## src/rtl/vlc_bit_packer.sv

```systemverilog
// vlc_bit_packer: concatenates right-aligned variable-length codewords MSB-first
// into 32-bit words, queued in a small output FIFO. A flush pads the final
// partial word with zeros and tags it as last.
// Optional build macro: VLC_PACKER_BYTE_SWAP_EN -- byte-reverses out_data at the
// FIFO output so the first stream byte lands on bits 7:0.
module vlc_bit_packer #(
  parameter int FIFO_DEPTH = 4
) (
  input  logic        clk,
  input  logic        reset_n,
  input  logic        in_valid,
  output logic        in_ready,
  input  logic [31:0] in_code,
  input  logic [5:0]  in_len,
  input  logic        flush,
  output logic        out_valid,
  input  logic        out_ready,
  output logic [31:0] out_data,
  output logic        out_last,
  output logic        flush_done,
  output logic [31:0] bit_count
);

  localparam int AW = $clog2(FIFO_DEPTH);

  localparam logic [0:0] S_IDLE  = 1'b0;
  localparam logic [0:0] S_FLUSH = 1'b1;

  typedef struct packed {
    logic        last;
    logic [31:0] data;
  } word_t;

  // acc is left-aligned: acc[63] is the oldest pending bit; bits below fill are
  // always zero, which makes the flush zero-padding free.
  logic [63:0] acc, acc_n;
  logic [5:0]  fill, fill_n;
  logic [0:0]  state, state_n;
  logic        rst_done;
  logic        done_n;

  word_t       mem [FIFO_DEPTH];
  logic [AW:0] wr_ptr, rd_ptr;
  logic        full, empty;
  logic        push, pop;
  word_t       push_w;
  word_t       head;

  logic        accept, take_flush;
  logic [5:0]  len_c;
  logic [31:0] code_m;
  logic [63:0] code_al, acc_app;
  logic [6:0]  fill_sum;

  assign empty = (wr_ptr == rd_ptr);
  assign full  = (wr_ptr[AW] != rd_ptr[AW]) && (wr_ptr[AW-1:0] == rd_ptr[AW-1:0]);
  assign pop   = out_ready && !empty;

  // Ready depends only on registered state, never on out_ready.
  assign in_ready   = rst_done && (state == S_IDLE) && !full;
  assign accept     = in_valid && in_ready;
  assign take_flush = flush && in_ready;

  // Clamp length, mask stale upper bits, then left-align below current fill.
  always_comb begin
    len_c    = (in_len > 6'd32) ? 6'd32 : in_len;
    code_m   = (len_c == 6'd32) ? in_code : (in_code & ((32'd1 << len_c) - 32'd1));
    code_al  = {code_m, 32'b0} << (6'd32 - len_c);
    acc_app  = acc | (code_al >> fill);
    fill_sum = {1'b0, fill} + {1'b0, len_c};
  end

  // Packing / flush next-state logic; at most one FIFO push per cycle.
  always_comb begin
    acc_n   = acc;
    fill_n  = fill;
    state_n = state;
    push    = 1'b0;
    push_w  = '0;
    done_n  = 1'b0;
    if (state == S_IDLE) begin
      if (accept) begin
        acc_n  = acc_app;
        fill_n = fill_sum[5:0];
        if (fill_sum >= 7'd32) begin
          push        = 1'b1;
          push_w.data = acc_app[63:32];
          acc_n       = acc_app << 32;
          fill_n      = 6'(fill_sum - 7'd32);
        end
      end
      if (take_flush) state_n = S_FLUSH;
    end else if (!full) begin
      if (fill > 6'd32) begin
        push        = 1'b1;
        push_w.data = acc[63:32];
        acc_n       = acc << 32;
        fill_n      = fill - 6'd32;
      end else begin
        if (fill != 6'd0) begin
          push        = 1'b1;
          push_w.last = 1'b1;
          push_w.data = acc[63:32];
        end
        acc_n   = '0;
        fill_n  = '0;
        state_n = S_IDLE;
        done_n  = 1'b1;
      end
    end
  end

  // Packer state, counters and FIFO pointers.
  always_ff @(posedge clk or negedge reset_n) begin
    if (!reset_n) begin
      acc        <= '0;
      fill       <= '0;
      state      <= S_IDLE;
      rst_done   <= 1'b0;
      flush_done <= 1'b0;
      bit_count  <= '0;
      wr_ptr     <= '0;
      rd_ptr     <= '0;
    end else begin
      acc        <= acc_n;
      fill       <= fill_n;
      state      <= state_n;
      rst_done   <= 1'b1;
      flush_done <= done_n;
      if (accept) bit_count <= bit_count + {26'b0, len_c};
      if (push)   wr_ptr    <= wr_ptr + 1'b1;
      if (pop)    rd_ptr    <= rd_ptr + 1'b1;
    end
  end

  // FIFO storage; contents are don't-care while empty, so no reset needed.
  always_ff @(posedge clk) begin
    if (push) mem[wr_ptr[AW-1:0]] <= push_w;
  end

  assign head      = empty ? '0 : mem[rd_ptr[AW-1:0]];
  assign out_valid = !empty;
  assign out_last  = head.last;
`ifdef VLC_PACKER_BYTE_SWAP_EN
  assign out_data  = {head.data[7:0], head.data[15:8], head.data[23:16], head.data[31:24]};
`else
  assign out_data  = head.data;
`endif

endmodule

```

## config.mk

```make
export PLATFORM = sky130hd
export DESIGN_NAME = vlc_bit_packer
export DESIGN_NICKNAME = d
export VERILOG_FILES = /design/src/rtl/vlc_bit_packer.sv
export SDC_FILE = /design/constraint.sdc
export NUM_CORES = 1
export LEC_CHECK = 0
export CAP_MARGIN = 20
export CORE_MARGIN = 2
export CORE_UTILIZATION = 35
export CTS_CLUSTER_SIZE = 10
export DETAILED_ROUTE_END_ITERATION = 10
export HOLD_SLACK_MARGIN = 0.15
export SYNTH_ARGS = -nofsm -noshare
export SYNTH_HDL_FRONTEND = slang
export SYNTH_SLANG_ARGS = --single-unit
```

## constraint.sdc

```tcl
create_clock -name clk -period 3.8 [get_ports clk]
set_input_delay 0.76 -clock clk [delete_from_list [all_inputs] [get_ports clk]]
set_output_delay 0.76 -clock clk [all_outputs]
set_load 0.01 [all_outputs]
```

==> results of run 1 <==
-- final cells by class --
| cell class | count | area (um^2) | share of cell area (%) |
|---|---|---|---|
| multi-input cells | 1622 | 13600 | 47.3 |
| flip-flops and latches | 243 | 6740 | 23.5 |
| repair buffers | 767 | 6560 | 22.9 |
| well taps | 680 | 851 | 2.96 |
| clock buffers | 47 | 803 | 2.80 |
| inverters | 28 | 118 | 0.410 |
| clock inverters | 4 | 62.6 | 0.218 |
-- cell usage after synthesis (33+ instances only) --
master,number,area [um^2]
edfxtp_1,132,3960
a21oi_1,125,626
o21ai_0,89,445
nor2_1,206,773
nor2b_1,48,300
and2_1,33,206
nand2_1,221,830
nor3_1,56,280
nand3_1,82,410
dfrtp_1,111,2780
clkbuf_1,120,450
xnor2_1,33,289
mux4_2,34,766
-- cell families (layout without fill, tap and decap cells) --
logic type               Yosys count  after routing  share of synthesized area, %
AND/OR/NAND/NOR                  814            814                          21.9
AO/OA/AOI/OAI                    649            649                          25.9
flip-flops                       243            243                          36.8
buffers and inverters            182            846                          3.98
multiplexers                      82             82                          7.04
XOR/XNOR                          50             50                          2.39
adder cells (fa/ha/maj)           26             26                          1.86
other                              1              1                        0.0205
-- final timing paths --
kind	start	to
hold reg to reg	bit_count[31]	bit_count[31]
min in group clk	bit_count[31]	bit_count[31]
max in group asynchronous	reset_n	bit_count[0]
setup reg to reg	fill[1]	mem[2][1]
setup / recovery	in_len[1]	mem[2][1]
hold / removal	reset_n	acc[8]
-- routing by layer --
metal  part of all wire, %  GRT usage [%]  wire [um]  up-vias
li1                      -              -          -     9169
met1                    42           41.6      35000    10200
met2                    45           48.2      38000     1032
met3                   8.0           4.64       6740      261
met4                   4.9           13.4       4150        0
met5                     0              0          0        -
-- power by group through the flow --
stage          registers [mW]  clock network (mW)  logic [mW]
6_report                 3.85                2.59        14.5
5_1_grt                  3.91                2.74        15.2
4_1_cts                  3.83                2.63        13.5
3_5_place_dp             3.85                   0        11.3
3_3_place_gp             3.82                   0        11.2
2_1_floorplan            3.74                   0        5.84
-- layout by cell type, fill, tap and decap left out, drive strengths merged, types with 30 or more instances in the layout --
cell type	netlist	final
clkbuf	121	47
dfrtp	111	111
o21ai	104	104
nor2	209	209
xnor2	33	33
a211oi	30	30
buf	33	661
nand2	222	222
edfxtp	132	132
and2	35	35
a31oi	30	30
nor3	60	60
clkdlybuf4s50	0	104
mux4	34	34
nor2b	48	48
nand3	82	82
a21oi	127	127
and3	30	30
-- stage by stage --
stage	total power [mW]	TNS, ns	area (um^2)	util (%)
global placement	15.0	-544.75	24700	47.9
finish	20.9	-217.19	28700	55.7
CTS	20.0	-193.66	28000	54.4
detailed placement	15.1	-562.64	24700	47.9
global route	21.9	-238.76	28700	55.7
floorplan	9.58	-312.10	18900	-
-- state kept, by name, summed over array words and instances (netlist names) --
name,flops
acc,64
rst_done,1
rd_ptr,3
flush_done,1
mem,132
wr_ptr,3
state,1
fill,6
bit_count,32
-- repair_timing --
action | in CTS | in global routing
gates resized for setup | 399 | 123
endpoints found under the setup margin | 324 | 192
buffers inserted | 90 | 25
gates cloned | 0 | 0
pin swaps | 179 | 119
-- worst max-delay path, cell delays in order --
cell,delay (ns)
buf_2,0.18
nand2b_4,0.08
buf_4,0.16
inv_4,0.08
ha_4,0.15
buf_4,0.18
or3b_1,0.51
buf_4,0.21
o32a_1,0.19
nand2_1,0.08
nor4_1,0.05
o311a_1,0.40
nor3_1,0.38
or2_2,0.22
a32oi_2,0.07
buf_4,0.17
a21oi_4,0.26
o32ai_4,0.16
a22o_4,0.28
mux2_4,0.30
buf_6,0.13
a311oi_2,0.27
buf_4,0.20
nor2_4,0.04
==> flow_metrics.py, run 1 <==
metrics = {
    "placed_design": {
        "dp_hpwl_um": 62800,
        "place_inst": 3249,
        "routabilityCongestion": 1.04,
        "numPortBuffers": 110,
        "place_ws_ns": -2.68,
    },
    "power": {
        "leakage_nw": 11.6,
        "p_per_area_mw_per_mm2": 730,
        "switching_power_mw": 9.29,
        "combPwrFrac_pct": 69.2,
        "p_int_mw": 11.7,
        "pwr-share-seq_pct": 18.4,
        "p_sw_share_pct": 44.3,
        "max-vdd-ir-drop_mv": 0.422,
        "power_frac_clock_pct": 12.4,
    },
    "die": {
        "ios": 111,
        "start_util_pct": 35.5,
        "fp.dieH_um": 233,
        "fp.coreArea_mm2": 0.0515,
        "rows": 83,
        "dieArea_mm2": 0.0541,
        "die_w_um": 233,
    },
    "cts": {
        "clkTransAtPathRegs_ns": 0.06,
        "hold_buffers": 0,
        "clockBufferDepth": 3,
        "clock-sinks": 243,
        "cts_tree": "done",
        "cts_buffers": 29,
        "clk_latency_ns": 0.57,
        "root_buffer": "clkbuf_16",
        "htree_num_levels": 1,
    },
    "timing": {
        "drv_slew": 0,
        "fin_skew_ns": 0.0220,
        "rsz0062_at_grt": "true",
        "setup_viol": 192,
        "fmax_mhz": 192,
        "relSlewSlack_pct": 23.3,
        "setup_slack_ns": -1.40,
        "period_share_pct": 137,
        "final_hold_viol_count": 0,
        "whs_ns": 0.264,
        "worst_pin_slew_ns": 1.15,
        "finalCriticalPeriod_ns": 5.20,
    },
    "yosys": {
        "synthArstFlopShare_pct": 45.7,
        "synthesis.instances": 2047,
        "synth_nets": 2116,
        "synth_edf_count": 132,
        "yosysSeqAreaShare_pct": 36.8,
        "yosysWarningCount": 0,
        "ys.flop_type": "edfxtp_1",
        "synth.distinct_cells": 117,
        "ys_ff_latch": 243,
        "syn_avg_cell_area_um2": 8.94,
        "netlist_area_mm2": 0.0183,
    },
    "outcome": {
        "violations": "negative setup slack",
        "outcome": "complete, but fails checks",
    },
    "route": {
        "drt_iter0_drc": 2207,
        "wl_um": 83800,
        "dr.pass1.iters": 6,
        "drtAntennaViolNets": 0,
        "vias_per_cell": 6.09,
        "wl_per_cell_um": 24.7,
        "vias": 20700,
        "route.detailed.drc": 0,
    },
    "critical_path": {
        "arrival_ns": 5.51,
        "end_kind": "register",
        "crit_path_start_kind": "input port",
        "path_max_fanout": 9,
        "reg2reg_depth": 12,
        "regToRegSetupSlack_ns": 0.40,
        "path_class": "input port to register",
        "cp.required_ns": 4.12,
    },
    "global_routing": {
        "grt_antenna_before_repair": 0,
        "grt_max_degree": 64,
        "grt_first_pass_wirelength_um": 128000,
        "overflow": 0,
        "grt_pass1_vias": 20900,
        "grt_usage_pct": 30.6,
    },
    "layout": {
        "fillers": 4576,
        "n_antenna_cell": 0,
        "layout-drive-gt1-share_pct": 42.5,
        "final_net_count": 2760,
        "finalNonFillerCells": 3391,
        "area_growth_pct": 56.9,
    },
    "job": {
        "drv_cap": 0,
    },
    "worst_hold_path": {
        "hp-class": "input port to asynchronous set/reset pin",
    },
}
(Power assumes the default switching activity.)
==> run 2: changes to the inputs <==
ABC_AREA = 1   (was not set)
==> flow_metrics.py, run 2 <==
metrics = {
    "critical_path": {
        "crit_buf_inv": 3,
        "crit_path_end": "mem[2][0]",
        "path_max_fanout": 4,
        "worst_r2r_endpoint": "bit_count[27]",
        "reg2reg_depth": 18,
        "regToRegSetupSlack_ns": 0.56,
        "slowest_delay_ns": 0.37,
        "cp.required_ns": 4.11,
        "startpoint": "in_len[2]",
        "arrival_ns": 4.28,
        "cp_top_family": "simple AND/OR/NAND/NOR gates",
        "end_kind": "register",
        "cp_num_cells": 30,
        "slowest_stage": "nor4_4",
        "rr_startpoint": "bit_count[2]",
        "crit_path_start_kind": "input port",
        "path_class": "input port to register",
    },
    "yosys": {
        "synth.distinct_cells": 64,
        "synthAdderAreaFrac_pct": 1.93,
        "synth.cells.most_frequent": "nand2_1 (520), nand3_1 (518), nor2_1 (234)",
        "yosys.cell_count.top_type": "nand2_1",
        "synth_mux_area_share_pct": 0.0639,
        "synth_top_cell_area_share_pct": 22.5,
        "ys.flop_type": "edfxtp_1",
        "syn_avg_cell_area_um2": 7.12,
        "synth_edf_count": 132,
        "synth_top_family_by_area": "simple AND/OR/NAND/NOR gates",
        "synth_compound_area_share_pct": 11.3,
        "yosys.area_share.simple_pct": 37.9,
        "synth_nets": 2545,
        "yosysWarningCount": 0,
        "yosysSeqAreaShare_pct": 38.3,
        "synth-xor-area-share_pct": 1.93,
        "synth_area_leaders": "edfxtp_1 (22%), dfrtp_1 (16%), nand3_1 (15%)",
        "synthesis.instances": 2476,
        "synth_top_cell_by_area": "edfxtp_1",
        "ys_ff_latch": 243,
        "netlist_area_mm2": 0.0176,
        "synthArstFlopShare_pct": 45.7,
    },
    "timing": {
        "worst_pin_slew_ns": 0.930,
        "drv_slew": 0,
        "finalCriticalPeriod_ns": 3.97,
        "period_share_pct": 105,
        "relSlewSlack_pct": 37.4,
        "setup_viol": 177,
        "setup_slack_ns": -0.172,
        "whs_ns": 0.246,
        "fin_skew_ns": 0.0156,
        "final_hold_viol_count": 0,
        "fmax_mhz": 252,
        "rsz0062_at_grt": "true",
    },
    "die": {
        "start_util_pct": 35.3,
        "die_w_um": 228,
        "fp.coreArea_mm2": 0.0500,
        "ios": 111,
        "dieArea_mm2": 0.0521,
        "rows": 82,
        "fp.dieH_um": 228,
    },
    "route": {
        "wl_um": 62800,
        "dr.pass1.iters": 5,
        "route.detailed.drc": 0,
        "vias_per_cell": 5.43,
        "drtAntennaViolNets": 0,
        "wl_per_cell_um": 18.2,
        "drt_iter0_drc": 1450,
        "vias": 18700,
    },
    "global_routing": {
        "grt_usage_pct": 23.3,
        "grt_first_pass_wirelength_um": 99200,
        "grt_max_degree": 69,
        "overflow": 0,
        "grt_antenna_before_repair": 0,
        "grt_pass1_vias": 18200,
    },
    "cts": {
        "hold_buffers": 0,
        "clock-sinks": 243,
        "clockBufferDepth": 3,
        "cts_tree": "done",
        "htree_num_levels": 1,
        "clkTransAtPathRegs_ns": 0.05,
        "root_buffer": "clkbuf_16",
        "clk_latency_ns": 0.57,
        "cts_buffers": 29,
    },
    "layout": {
        "area_growth_pct": 44.7,
        "layout_commonest_cell": "nand2_1",
        "finalNonFillerCells": 3452,
        "final_net_count": 2826,
        "n_antenna_cell": 0,
        "largest_register_ffs": 132,
        "final_cell_mix": "nand2_1 (394), nand3_1 (257), buf_4 (247)",
        "layout-drive-gt1-share_pct": 34.2,
        "ff_latch_area_mm2": 0.00674,
        "fillers": 4809,
        "multiInputGateArea_mm2": 0.0125,
    },
    "placed_design": {
        "numPortBuffers": 110,
        "routabilityCongestion": 0.941,
        "dp_hpwl_um": 45600,
        "place_inst": 3365,
        "place_ws_ns": -1.36,
    },
    "power": {
        "p_sw_share_pct": 49.5,
        "pwr-share-seq_pct": 20.5,
        "p_per_area_mw_per_mm2": 763,
        "max-vdd-ir-drop_mv": 0.446,
        "combPwrFrac_pct": 66.5,
        "leakage_nw": 11.4,
        "power_mw": 19.5,
        "switching_power_mw": 9.63,
        "p_int_mw": 9.82,
        "power_frac_clock_pct": 13.0,
    },
    "job": {
        "drv_cap": 0,
    },
    "outcome": {
        "outcome": "complete, but fails checks",
        "violations": "negative setup slack",
    },
    "worst_hold_path": {
        "hp-class": "input port to asynchronous set/reset pin",
    },
}
==> run 2: cell count changes in the layout (fill, tap and decap cells not counted), moves of 32 or more <==
cell	before	now
nor3_1	36	4
nand3_4	3	54
nand3_1	76	257
buf_4	568	247
mux4_2	34	0
nand2_1	213	394
nand3_2	3	222
nand2_4	1	47
nor2b_1	47	0
inv_1	22	193
nand4_1	13	91
buf_6	69	16
nand2_2	8	98
==> run 2: layout make-up <==
type / count / share of cell area [%]
multi-input combinational: 1856 / 49.2
sequential: 243 / 26.5
timing repair buffer: 395 / 14.2
inverter: 232 / 3.55
tap: 672 / 3.30
clock buffer: 49 / 3.18
clock inverter: 5 / 0.152
==> run 2: how the worst min path moves through the flow <==
| stage | to | startpoint | depth (start not counted) |
|---|---|---|---|
| final | bit_count[20] | reset_n | 1 |
| after global routing | bit_count[20] | reset_n | 1 |
| after CTS | bit_count[20] | reset_n | 1 |
| after detailed placement | bit_count[31] | bit_count[31] | 1 |
| after global placement | bit_count[31] | bit_count[31] | 1 |
| after floorplan | acc[0] | reset_n | 0 |
==> run 2: routing by layer <==
| metal | track usage (%) | share of wire [%] | up-vias |
|---|---|---|---|
| li1 | - | - | 9052 |
| met1 | 31.3 | 44 | 9025 |
| met2 | 39.0 | 48 | 545 |
| met3 | 2.91 | 5.0 | 123 |
| met4 | 7.43 | 3.2 | 0 |
| met5 | 0 | 0 | - |
==> run 2: logic make-up after synthesis <==
| group | Yosys count |
|---|---|
| simple gates | 1447 |
| buf+inv | 378 |
| compound gates | 342 |
| flops | 243 |
| xor+xnor | 38 |
| fa+ha+maj | 26 |
| other cells | 1 |
| mux | 1 |
==> run 2: power groups by stage <==
stage,logic (mW),clock network (mW),registers (mW)
final,12.9,2.53,4.00
after global routing,14.0,2.68,4.07
after CTS,11.8,2.58,4.00
after detailed placement,10.9,0,4.04
after global placement,10.8,0,4.02
after floorplan,6.75,0,3.99
==> run 2: worst reg2reg max path: stages (launching register included) <==
cell,delay (ns)
dfrtp_1,0.40
ha_1,0.35
nand2_1,0.07
nor2_1,0.08
a211oi_1,0.06
o21ai_1,0.17
nand2_1,0.07
inv_1,0.07
o21ai_0,0.07
nor2_1,0.18
and3_1,0.23
nand3_2,0.10
nor3b_2,0.24
nand3_2,0.13
nor2_2,0.13
nand3_1,0.12
or3_4,0.40
nor3_2,0.14
xor2_1,0.15
==> run 2: repair_timing <==
action | in CTS | in global routing
pin swaps | 126 | 132
gates resized for setup | 287 | 278
gates cloned | 2 | 0
setup buffers | 23 | 10
endpoints found under the setup margin | 336 | 201
==> run 2: stage by stage <==
stage | cell area (um^2) | utilization (%) | setup TNS (ns)
floorplan | 18500 | - | -66.40
global placement | 21900 | 43.8 | -323.65
detailed placement | 21900 | 43.8 | -337.35
CTS | 24100 | 48.3 | -0.296
global route | 25500 | 51.0 | -53.11
finish | 25500 | 51.0 | -16.74
==> run 3: changes to the inputs <==
CELL_PAD_IN_SITES_DETAIL_PLACEMENT = 2   (was not set)
CELL_PAD_IN_SITES_GLOBAL_PLACEMENT = 2   (was not set)
CORE_UTILIZATION = 32   (was 35)
GPL_TIMING_DRIVEN = 0   (was not set)
PLACE_DENSITY_LB_ADDON = 0.1   (was not set)
==> flow_metrics.py, run 3 (synthesized netlist as in run 2, its figures left out) <==
metrics = {
    "route": {
        "dr.pass1.iters": 5,
        "vias": 19900,
        "vias_per_cell": 5.78,
        "route.detailed.drc": 0,
        "drtAntennaViolNets": 0,
        "wl_per_cell_um": 27.5,
        "drt_iter0_drc": 1013,
        "wl_um": 94800,
    },
    "die": {
        "fp.dieH_um": 239,
        "ios": 111,
        "die_w_um": 239,
        "start_util_pct": 32.2,
        "fp.coreArea_mm2": 0.0548,
        "dieArea_mm2": 0.0569,
        "rows": 86,
    },
    "global_routing": {
        "grt_usage_pct": 30.6,
        "grt_pass1_vias": 21100,
        "overflow": 0,
        "grt_antenna_before_repair": 2,
        "grt_first_pass_wirelength_um": 133000,
        "grt_max_degree": 83,
    },
    "timing": {
        "relSlewSlack_pct": 19.2,
        "period_share_pct": 121,
        "fin_skew_ns": 0.0260,
        "drv_slew": 0,
        "setup_slack_ns": -0.807,
        "final_hold_viol_count": 0,
        "rsz0062_at_grt": "true",
        "worst_pin_slew_ns": 1.21,
        "finalCriticalPeriod_ns": 4.61,
        "setup_viol": 271,
        "fmax_mhz": 217,
    },
    "layout": {
        "final_net_count": 2785,
        "multiInputGateArea_mm2": 0.0143,
        "area_growth_pct": 49.9,
        "layout_commonest_cell": "nand2_1",
        "layout-drive-gt1-share_pct": 36.3,
        "finalNonFillerCells": 3442,
        "n_antenna_cell": 0,
        "final_cell_mix": "nand2_1 (320), nand3_2 (199), inv_1 (190)",
        "ff_latch_area_mm2": 0.00674,
        "fin_util_pct": 48.2,
        "largest_register_ffs": 132,
        "fillers": 5831,
    },
    "critical_path": {
        "reg2reg_depth": 11,
        "worst_r2r_endpoint": "acc[61]",
        "crit_path_start_kind": "input port",
        "slowest_stage": "nor2_1",
        "path_max_fanout": 7,
        "rr_startpoint": "fill[0]",
        "regToRegSetupSlack_ns": -0.45,
        "arrival_ns": 5.06,
        "end_kind": "register",
        "slowest_delay_ns": 0.23,
        "cp.required_ns": 4.25,
        "path_class": "input port to register",
        "cp_common_cell": "nand3_2",
    },
    "cts": {
        "clockBufferDepth": 3,
        "clk_latency_ns": 0.58,
        "cts_buffers": 29,
        "clock-sinks": 243,
        "cts_tree": "done",
        "root_buffer": "clkbuf_16",
        "clkTransAtPathRegs_ns": 0.06,
        "htree_num_levels": 1,
    },
    "power": {
        "max-vdd-ir-drop_mv": 0.375,
        "power_mw": 22.2,
        "p_per_area_mw_per_mm2": 841,
        "leakage_nw": 11.1,
    },
    "worst_hold_path": {
        "hp-class": "register to register",
        "min_from": "bit_count[31]",
        "hold_path_end": "bit_count[31]",
        "whs_path_depth": 1,
    },
    "outcome": {
        "violations": "negative setup slack",
        "outcome": "complete, but fails checks",
    },
    "placed_design": {
        "routabilityCongestion": 1.01,
        "place_ws_ns": -2.63,
        "place_inst": 3291,
        "numPortBuffers": 107,
        "dp_hpwl_um": 67500,
    },
    "job": {
        "drv_cap": 0,
    },
}
-- run 3: worst max-delay path: cells and delay by family --
family	cells	cell delay (ns)
AO/OA/AOI/OAI	1	0.05
AND/OR/NAND/NOR	24	3.21
buffers and inverters	6	0.83
adder cells (fa/ha/maj)	1	0.19
-- run 3: worst max path at each step --
stage	startpoint	end	slack, ns	cells past startpoint
floorplan	in_len[2]	acc[46]	-0.34	33
global placement	reset_n	bit_count[0]	-3.16	1
detailed placement	in_len[5]	mem[1][14]	-2.63	30
CTS	in_len[1]	mem[1][16]	-0.54	33
global route	in_len[3]	acc[32]	-0.99	34
finish	in_len[5]	acc[32]	-0.81	32
-- run 3: repair_timing --
action                                  CTS  global route
endpoints found under the setup margin  378           353
hold buffers                              1             0
resized for setup                       540           375
setup buffers                            53            45
pin swaps                               215           158
cloned                                    2             0
endpoints found under the hold margin    29             0
-- run 3: final cells by class --
class,instances,area share [%]
inverter,232,3.45
clock inverter,3,0.180
buffer,144,2.82
clock buffer,50,3.08
multi-input combinational,1855,54.0
timing repair buffer,210,7.56
sequential,243,25.5
timing repair inverter,1,0.0284
tap,704,3.34
-- run 3: power by group --
part | total, mW | internal (mW) | switching (mW)
sequential | 4.06 | 3.68 | 0.381
clock | 2.62 | 1.51 | 1.11
combinational | 15.5 | 4.92 | 10.6
-- run 3: stage by stage --
stage                     instance area [um^2]  hold WS (ns)  TNS (ns)
after floorplan                          18500         0.464    -66.40
after global placement                   20400         0.459  -1020.95
after detailed placement                 20500         0.464   -657.15
after CTS                                24300         0.475   -101.77
after global routing                     26400         0.502   -191.25
final                                    26400         0.471   -138.28
-- run 3: routing by layer --
| layer | track usage [%] | part of all wire [%] |
|---|---|---|
| met1 | 35.8 | 39 |
| met5 | 0 | 0.012 |
| met3 | 2.40 | 3.1 |
| met2 | 56.6 | 51 |
| met4 | 14.3 | 7.0 |
